## src/rtl/serial_adder.sv

```systemverilog
// serial_adder -- multi-cycle adder/subtractor that handles DIGIT bits per
// clock, LSB first. It uses one DIGIT-bit ripple-carry slice and a registered
// carry, and is driven through a start/done handshake.
//
// Optional feature macro: SERIAL_ADDER_OVF_EN
//   defined   -> ovf reports signed overflow (carry into MSB ^ carry out)
//   undefined -> ovf is tied to 0 and no MSB-carry logic is built
//
// Parameters:
//   WIDTH  operand/result width, an integer multiple of DIGIT
//   DIGIT  bits processed per cycle, 1..WIDTH
// Ports:
//   clk    rising-edge clock
//   rst    synchronous active-high reset
//   start  request, sampled in IDLE or DONE
//   op     0 = a+b+cin, 1 = a-b (b inverted, carry-in forced to 1)
//   a, b   operands, captured on the accepting edge
//   cin    carry-in for add, captured on the accepting edge
//   busy   high for the N = WIDTH/DIGIT digit steps
//   done   one-cycle pulse, result valid
//   sum    result, held until the next operation's first step
//   cout   carry out of bit WIDTH-1 (subtract: 1 = no borrow)
//   ovf    signed overflow (see macro above)
module serial_adder #(
  parameter int WIDTH = 8,
  parameter int DIGIT = 1
) (
  input  logic             clk,
  input  logic             rst,
  input  logic             start,
  input  logic             op,
  input  logic [WIDTH-1:0] a,
  input  logic [WIDTH-1:0] b,
  input  logic             cin,
  output logic             busy,
  output logic             done,
  output logic [WIDTH-1:0] sum,
  output logic             cout,
  output logic             ovf
);

  localparam int N  = WIDTH / DIGIT;
  localparam int CW = (N > 1) ? $clog2(N) : 1;
  localparam logic [CW-1:0] LAST = CW'(N - 1);

  typedef enum logic [1:0] {
    IDLE = 2'd0,
    RUN  = 2'd1,
    DONE = 2'd2
  } state_t;

  state_t            state_r;
  state_t            state_next_s;
  logic              accept_s;
  logic [CW-1:0]     cnt_r;
  logic [WIDTH-1:0]  a_r;
  logic [WIDTH-1:0]  b_r;
  logic              carry_r;
  logic [WIDTH-1:0]  sum_r;
  logic              cout_r;
  logic              busy_r;
  logic              done_r;
  logic [DIGIT:0]    dsum_s;
  logic [WIDTH-1:0]  sum_next_s;

  // One DIGIT-bit ripple slice: x + y + c with the carry out in the top bit.
  function automatic logic [DIGIT:0] digit_add(input logic [DIGIT-1:0] x,
                                               input logic [DIGIT-1:0] y,
                                               input logic             c);
    digit_add = {1'b0, x} + {1'b0, y} + {{DIGIT{1'b0}}, c};
  endfunction

  // Next-state logic and start acceptance (IDLE or DONE only).
  always_comb begin
    state_next_s = state_r;
    accept_s     = 1'b0;
    case (state_r)
      IDLE: begin
        if (start) begin
          accept_s     = 1'b1;
          state_next_s = RUN;
        end else begin
          state_next_s = IDLE;
        end
      end
      RUN: begin
        if (cnt_r == LAST) begin
          state_next_s = DONE;
        end else begin
          state_next_s = RUN;
        end
      end
      DONE: begin
        if (start) begin
          accept_s     = 1'b1;
          state_next_s = RUN;
        end else begin
          state_next_s = IDLE;
        end
      end
      default: begin
        state_next_s = IDLE;
      end
    endcase
  end

  // State register.
  always_ff @(posedge clk) begin
    if (rst) begin
      state_r <= IDLE;
    end else begin
      state_r <= state_next_s;
    end
  end

  // Current digit through the slice, using the lowest bits of the shifters.
  always_comb begin
    dsum_s = digit_add(a_r[DIGIT-1:0], b_r[DIGIT-1:0], carry_r);
  end

  // New digit enters sum from the MSB end; with DIGIT == WIDTH it is the whole result.
  generate
    if (DIGIT == WIDTH) begin : g_full
      assign sum_next_s = dsum_s[DIGIT-1:0];
    end else begin : g_part
      assign sum_next_s = {dsum_s[DIGIT-1:0], sum_r[WIDTH-1:DIGIT]};
    end
  endgenerate

  // Operand capture on acceptance, one digit step per RUN cycle.
  always_ff @(posedge clk) begin
    if (rst) begin
      cnt_r   <= '0;
      a_r     <= '0;
      b_r     <= '0;
      carry_r <= 1'b0;
      sum_r   <= '0;
      cout_r  <= 1'b0;
    end else if (accept_s) begin
      cnt_r   <= '0;
      a_r     <= a;
      b_r     <= op ? ~b : b;
      carry_r <= op ? 1'b1 : cin;
    end else if (state_r == RUN) begin
      cnt_r   <= cnt_r + CW'(1);
      a_r     <= a_r >> DIGIT;
      b_r     <= b_r >> DIGIT;
      carry_r <= dsum_s[DIGIT];
      sum_r   <= sum_next_s;
      cout_r  <= dsum_s[DIGIT];
    end
  end

  // Handshake outputs registered from the next state so they track state_r.
  always_ff @(posedge clk) begin
    if (rst) begin
      busy_r <= 1'b0;
      done_r <= 1'b0;
    end else begin
      busy_r <= (state_next_s == RUN);
      done_r <= (state_next_s == DONE);
    end
  end

`ifdef SERIAL_ADDER_OVF_EN
  logic msb_cin_s;
  logic ovf_r;

  // Carry into the MSB recovered from the MSB sum bit: s = a ^ b ^ cin.
  always_comb begin
    msb_cin_s = a_r[DIGIT-1] ^ b_r[DIGIT-1] ^ dsum_s[DIGIT-1];
  end

  // Overflow flag registered alongside cout; the last RUN step leaves the final value.
  always_ff @(posedge clk) begin
    if (rst) begin
      ovf_r <= 1'b0;
    end else if (!accept_s && (state_r == RUN)) begin
      ovf_r <= msb_cin_s ^ dsum_s[DIGIT];
    end
  end

  assign ovf = ovf_r;
`else
  assign ovf = 1'b0;
`endif

  assign busy = busy_r;
  assign done = done_r;
  assign sum  = sum_r;
  assign cout = cout_r;

endmodule

```

## config.mk

```make
export PLATFORM = sky130hd
export DESIGN_NAME = serial_adder
export DESIGN_NICKNAME = d
export VERILOG_FILES = /design/src/rtl/serial_adder.sv
export SDC_FILE = /design/constraint.sdc
export NUM_CORES = 1
export LEC_CHECK = 0
export BUFFER_PORTS_ARGS = -buffer_cell sky130_fd_sc_hd__buf_2
export CAP_MARGIN = 5
export CELL_PAD_IN_SITES_DETAIL_PLACEMENT = 1
export CELL_PAD_IN_SITES_GLOBAL_PLACEMENT = 1
export CORE_UTILIZATION = 28
export DETAILED_ROUTE_END_ITERATION = 10
export PLACE_DENSITY_LB_ADDON = 0.05
export SKIP_LAST_GASP = 1
export SLEW_MARGIN = 40
export SYNTH_ARGS = -nofsm -noshare
export SYNTH_HDL_FRONTEND = slang
export SYNTH_SLANG_ARGS = --single-unit
```

## constraint.sdc

```tcl
create_clock -name clk -period 1.4 [get_ports clk]
set_clock_uncertainty 0.05 [all_clocks]
set_input_delay 0.07 -clock clk [delete_from_list [all_inputs] [get_ports clk]]
set_output_delay 0.07 -clock clk [all_outputs]
set_load 0.03 [all_outputs]
```

==> flow_summary.toml, run 1 <==
[die]
initial_core_util_pct = 29.3
ios = 33
rows = 25
dieArea_sq_um = 5220
die_w_microns = 72.3
die_h_microns = 72.3
core_area_sq_um = 4720

[timing]
layout_min_cycle_time_ns = 1.24
fin_tns_setup_ns = 0
slew_viol_final = 0
rsz0062_at_grt = "false"
setup_viol = 0
finalWorstSetupSlack_ns = 0.157
hold_violations = 0
max_freq_ghz = 0.805
min_period_over_period_pct = 88.8

[placement]
gp_congestion = 0.702
pre_cts_slack_ns = 0.0882
dpl.hpwl_microns = 2130
port_buffers = 31

[global_route]
grt_antenna_before_repair = 0
grt_pass1_wl_microns = 5620
grt_pass1_vias = 1184
grt_util_all_layers_pct = 14.2
grt_max_degree = 34
overflow = 0

[worst_setup_path]
regToRegStartpoint = "state_r[0]$_SDFF_PP0_"
cp_data_arrival_time_ns = 1.38
cp.required_ns = 1.54
end_kind = "register"
crit_path_start_kind = "register"
critical_path_class = "register to register"
crit_fanout = 24
reg2reg_to = "a_r[6]$_SDFFE_PP0P_"
r2r_slack_ns = 0.16
worstRegToRegCells = 4

[clocking]
clkLatencyLatePin_ns = 0.28
cts_tree = "yes"
cts.sinks = 33
cts_root_buf = "clkbuf_8"
numCtsBuffers = 5
cts_setup_buffers = 0
clk_pin_slew_ns = 0.07
cts.path.max_buffers = 2
htree_num_levels = 2

[power_and_ir_drop]
p_sw_uw = 550
seqPwrFrac_pct = 50.8
leakage_uw = 0.000699
combPwrFrac_pct = 15.1
ir_worst_vdd_mv = 0.394
swShare_pct = 27.2
pwr_density_cell_nw_per_um2 = 1180
internal_power_uw = 1470
p_clk_share_pct = 34.0

[synth]
synth_top_area_cell = "dfxtp_1"
synth-seq-cells = 33
synth_edf_count = 0
synth.cell_area_sq_um = 1380
yosysMostFrequentCell = "dfxtp_1"
synth_top_area_share_pct = 47.8
ys_types = 25
synth_top_flop_cell = "dfxtp_1"
synth_common_cells = "dfxtp_1, nand2_1, a21oi_1"
synthTopCellsByArea = "dfxtp_1, nand2_1, a21oi_1, xor2_1, nor3_1"
yosys_warnings = 0
async_flop_share_pct = 0
postSynthCellCount = 160
ys_seq_area_share_pct = 47.8
avgSynthCellArea_sq_um = 8.64
syn_nets = 184

[routing]
wl_per_cell_microns = 12.8
drtIter0Drc = 30
firstDrtPassIters = 4
avgViaCountPerCell = 4.57
final_antenna_net_count = 0
dr_total_vias = 1174
routed_wirelength_microns = 3280
drcViolationCount = 0

[final_layout]
layout-drive-gt1-share_pct = 23.7
n_fill_cell = 578
regArea_sq_um = 661
area_delta_synth_final_pct = 23.3
diodes = 0
multi_input_area_sq_um = 631
nets = 213

[outcome]
status = "finished clean"

[worst_hold_path]
hold_path.startpoint = "a[2]"
hold_end = "a_r[2]$_SDFFE_PP0P_"
hold_class = "input port to register"
whs_path_depth = 3

[job]
max_cap_violations = 0
flip-flops by register name, indices dropped and copies added (netlist names):
| register | count |
|---|---|
| state_r | 2 |
| cnt_r | 3 |
| cout | 1 |
| sum | 8 |
| a_r | 8 |
| carry_r | 1 |
| done | 1 |
| busy | 1 |
| b_r | 8 |
metal layers:
metal  vias to the layer above  global-route usage (%)  wire length [microns]
met2                        25                    22.6                   1530
met5                         -                       0                      0
met4                         0                    5.23                     36
li1                        597                       -                      -
met3                         4                    4.72                    136
met1                       548                    17.8                   1580
power by group through the flow:
stage | Combinational (uW) | Sequential (uW) | Clock [uW]
6_report | 306 | 1030 | 688
4_1_cts | 310 | 1030 | 717
5_1_grt | 343 | 1040 | 762
3_5_place_dp | 307 | 1050 | 0
3_3_place_gp | 304 | 1050 | 0
2_1_floorplan | 201 | 1050 | 0
through the flow:
stage          power [uW]  cells  utilization (%)  instance area, sq um  hold WS (ns)
6_report             2020    257             36.1                  1710        0.0194
4_1_cts              2060    257             36.1                  1700        0.0136
2_1_floorplan        1260    160                -                  1380         0.156
3_5_place_dp         1360    248             34.1                  1610         0.279
5_1_grt              2140    257             36.1                  1710        0.0249
3_3_place_gp         1350    248             34.1                  1610         0.272
placed cells by master, fill, tap and decap left out, drive strengths merged, types with 2 or more instances in the layout:
| master | instances |
|---|---|
| nand2b | 2 |
| nand2 | 32 |
| nor3b | 2 |
| nor2 | 8 |
| o22ai | 5 |
| a22oi | 3 |
| nor3 | 13 |
| a21oi | 14 |
| mux2i | 2 |
| dfxtp | 33 |
| ha | 2 |
| nor2b | 2 |
| buf | 37 |
| a311oi | 6 |
| clkbuf | 6 |
| xor2 | 8 |
| clkinv | 2 |
| nand3 | 6 |
repair_timing:
item,4_1_cts,5_1_grt
resized for setup,0,1
endpoints found under the hold margin,1,0
hold buffers,1,0
endpoints found under the setup margin,0,6
final cells by class:
class	count	share of cell area (%)
multi-input combinational	111	37.0
sequential	33	38.7
clock buffer	6	4.26
clock inverter	2	0.587
timing repair buffer	38	14.5
tap	67	4.92
worst max-delay path by stage:
stage                          start             endpoint
6_report       state_r[0]$_SDFF_PP0_  a_r[6]$_SDFFE_PP0P_
5_1_grt        state_r[0]$_SDFF_PP0_  a_r[6]$_SDFFE_PP0P_
4_1_cts        state_r[0]$_SDFF_PP0_  a_r[6]$_SDFFE_PP0P_
3_5_place_dp   state_r[0]$_SDFF_PP0_  a_r[6]$_SDFFE_PP0P_
3_3_place_gp   state_r[0]$_SDFF_PP0_  a_r[4]$_SDFFE_PP0P_
2_1_floorplan  state_r[0]$_SDFF_PP0_  a_r[5]$_SDFFE_PP0P_
worst max-delay path, stage by stage (launching register included):
cell and delay, ns:
dfxtp_1 0.36, nor2b_2 0.20, buf_12 0.18, nand2_1 0.08, a311oi_1 0.27
cells by family (layout without fill, tap and decap cells):
group | Yosys count | count (layout) | synth area share [%]
DFF | 33 | 33 | 47.8
buffers and inverters | 16 | 46 | 6.79
adders and majority gates | 3 | 3 | 3.26
AOI/OAI and AO/OA | 31 | 31 | 14.1
xor gates and xnor gates | 9 | 9 | 5.70
other | 1 | 1 | 0.271
and+or+nand+nor | 65 | 65 | 20.6
muxes | 2 | 2 | 1.45
(Power assumes the default switching activity.)
==> run 2: changes to the inputs <==
--- a/config.mk
+++ b/config.mk
@@ -11,6 +11,7 @@
 export CELL_PAD_IN_SITES_GLOBAL_PLACEMENT = 1
 export CORE_UTILIZATION = 28
 export DETAILED_ROUTE_END_ITERATION = 10
+export MAX_ROUTING_LAYER = met4
 export PLACE_DENSITY_LB_ADDON = 0.05
 export SKIP_LAST_GASP = 1
 export SLEW_MARGIN = 40
==> run 2 against run 1 <==
  * Via count unchanged
  * Largest cell class unchanged
  * Core utilization stayed put
  * Highest routed layer unchanged
  * Non-clock buffer count stayed put
==> flow_summary.toml, run 2 (synthesis gave the netlist of run 1 again) <==
[worst_setup_path]
critPathMaxStageDelay_ns = 0.36
crit_path_start_kind = "register"
cp.required_ns = 1.54
endpoint = "a_r[6]$_SDFFE_PP0P_"
crit_fanout = 24
crit_family = "flip-flops"
regToRegStartpoint = "state_r[0]$_SDFF_PP0_"
cp.depth = 4
path_cells = "nor2b_2 > buf_12 > nand2_1 > a311oi_1"
cp_num_buf_inv = 1
startpoint = "state_r[0]$_SDFF_PP0_"
cp_data_arrival_time_ns = 1.38
cp_slowest_cell = "dfxtp_1"
r2r_slack_ns = 0.16
end_kind = "register"
worstRegToRegCells = 4
reg2reg_to = "a_r[6]$_SDFFE_PP0P_"
critical_path_class = "register to register"

[power_and_ir_drop]
ir_worst_vdd_mv = 0.394
pwr_density_cell_nw_per_um2 = 1180
leakage_uw = 0.000699

[final_layout]
regArea_sq_um = 661
layout_commonest_cell = "dfxtp_1"
layout-drive-gt1-share_pct = 23.7
fin_area_sq_um = 1710
nets = 213
area_delta_synth_final_pct = 23.3
multi_input_area_sq_um = 631
most-common-layout-cells = "dfxtp_1, nand2_1, buf_2"
diodes = 0
n_fill_cell = 578

[die]
die_w_microns = 72.3
dieArea_sq_um = 5220
ios = 33
core_area_sq_um = 4720
rows = 25
die_h_microns = 72.3
initial_core_util_pct = 29.3

[routing]
drtIter0Drc = 30
routed_wirelength_microns = 3280
avgViaCountPerCell = 4.57
firstDrtPassIters = 4
final_antenna_net_count = 0
dr_total_vias = 1174
drcViolationCount = 0
wl_per_cell_microns = 12.8

[clocking]
cts_tree = "yes"
cts.sinks = 33
cts_setup_buffers = 0
cts_root_buf = "clkbuf_8"
clkLatencyLatePin_ns = 0.28
numCtsBuffers = 5
cts.path.max_buffers = 2
clk_pin_slew_ns = 0.07
htree_num_levels = 2

[global_route]
overflow = 0
grt_util_all_layers_pct = 14.6
grt_pass1_vias = 1188
grt_antenna_before_repair = 0
grt_pass1_wl_microns = 5620
grt_max_degree = 34

[placement]
port_buffers = 31
gp_congestion = 0.710
dpl.hpwl_microns = 2130
placed_area_sq_um = 1610

[timing]
max_freq_ghz = 0.805
slew_viol_final = 0
fin_tns_setup_ns = 0
hold_violations = 0
rsz0062_at_grt = "false"
setup_viol = 0
layout_min_cycle_time_ns = 1.24
min_period_over_period_pct = 88.8

[job]
max_cap_violations = 0

[worst_hold_path]
whs_path_depth = 3
hold_class = "input port to register"

[outcome]
status = "finished clean"
-- run 2: cell counts in the layout (fill, tap and decap cells not counted) --
No cell type changed its count.
-- run 2: worst min-delay path by stage --
stage	endpoint	startpoint	slack, ns
detailed placement	a_r[7]$_SDFFE_PP0P_	a[7]	0.28
finish	a_r[2]$_SDFFE_PP0P_	a[2]	0.02
global route	a_r[1]$_SDFFE_PP0P_	a[1]	0.02
global placement	a_r[7]$_SDFFE_PP0P_	a[7]	0.27
CTS	a_r[2]$_SDFFE_PP0P_	a[2]	0.01
floorplan	a_r[7]$_SDFFE_PP0P_	a[7]	0.16
-- run 2: through the flow --
step,utilization [%],setup WS (ns),power (uW),std cells,hold slack (ns)
after global routing,36.1,0.0537,2140,257,0.0249
after CTS,36.1,0.0670,2060,257,0.0136
after global placement,34.1,0.210,1350,248,0.272
final,36.1,0.157,2020,257,0.0195
after detailed placement,34.1,0.0882,1360,248,0.279
after floorplan,-,0.287,1260,160,0.156
-- run 2: worst min-delay path, cell delays in order --
cell      delay [ns]
buf_2           0.09
nor2_1          0.09
a311oi_1        0.05
-- run 2: timing repair --
action | 4_1_cts | 5_1_grt
gates resized for setup | 0 | 1
endpoints found under the setup margin | 0 | 6
endpoints found under the hold margin | 1 | 0
hold buffers | 1 | 0
-- run 2: routing by layer --
metal	up-vias	global-route usage, %	routed length (microns)
met5	-	-	0
met4	0	5.23	33
met3	4	4.58	131
met2	25	22.6	1530
met1	548	17.8	1590
li1	597	-	-
-- run 2: area by class of cell --
class	count	share of cell area [%]
repair buffers	38	14.5
clock buffers	6	4.26
multi-input cells	111	37.0
clock inverters	2	0.587
flip-flops and latches	33	38.7
well taps	67	4.92
-- run 2: power by group --
part           internal, uW  total, uW  switching [uW]  leakage [uW]
clock                   344        688             343     0.0000450
sequential              996       1030            31.3      0.000270
combinational           130        306             175      0.000384
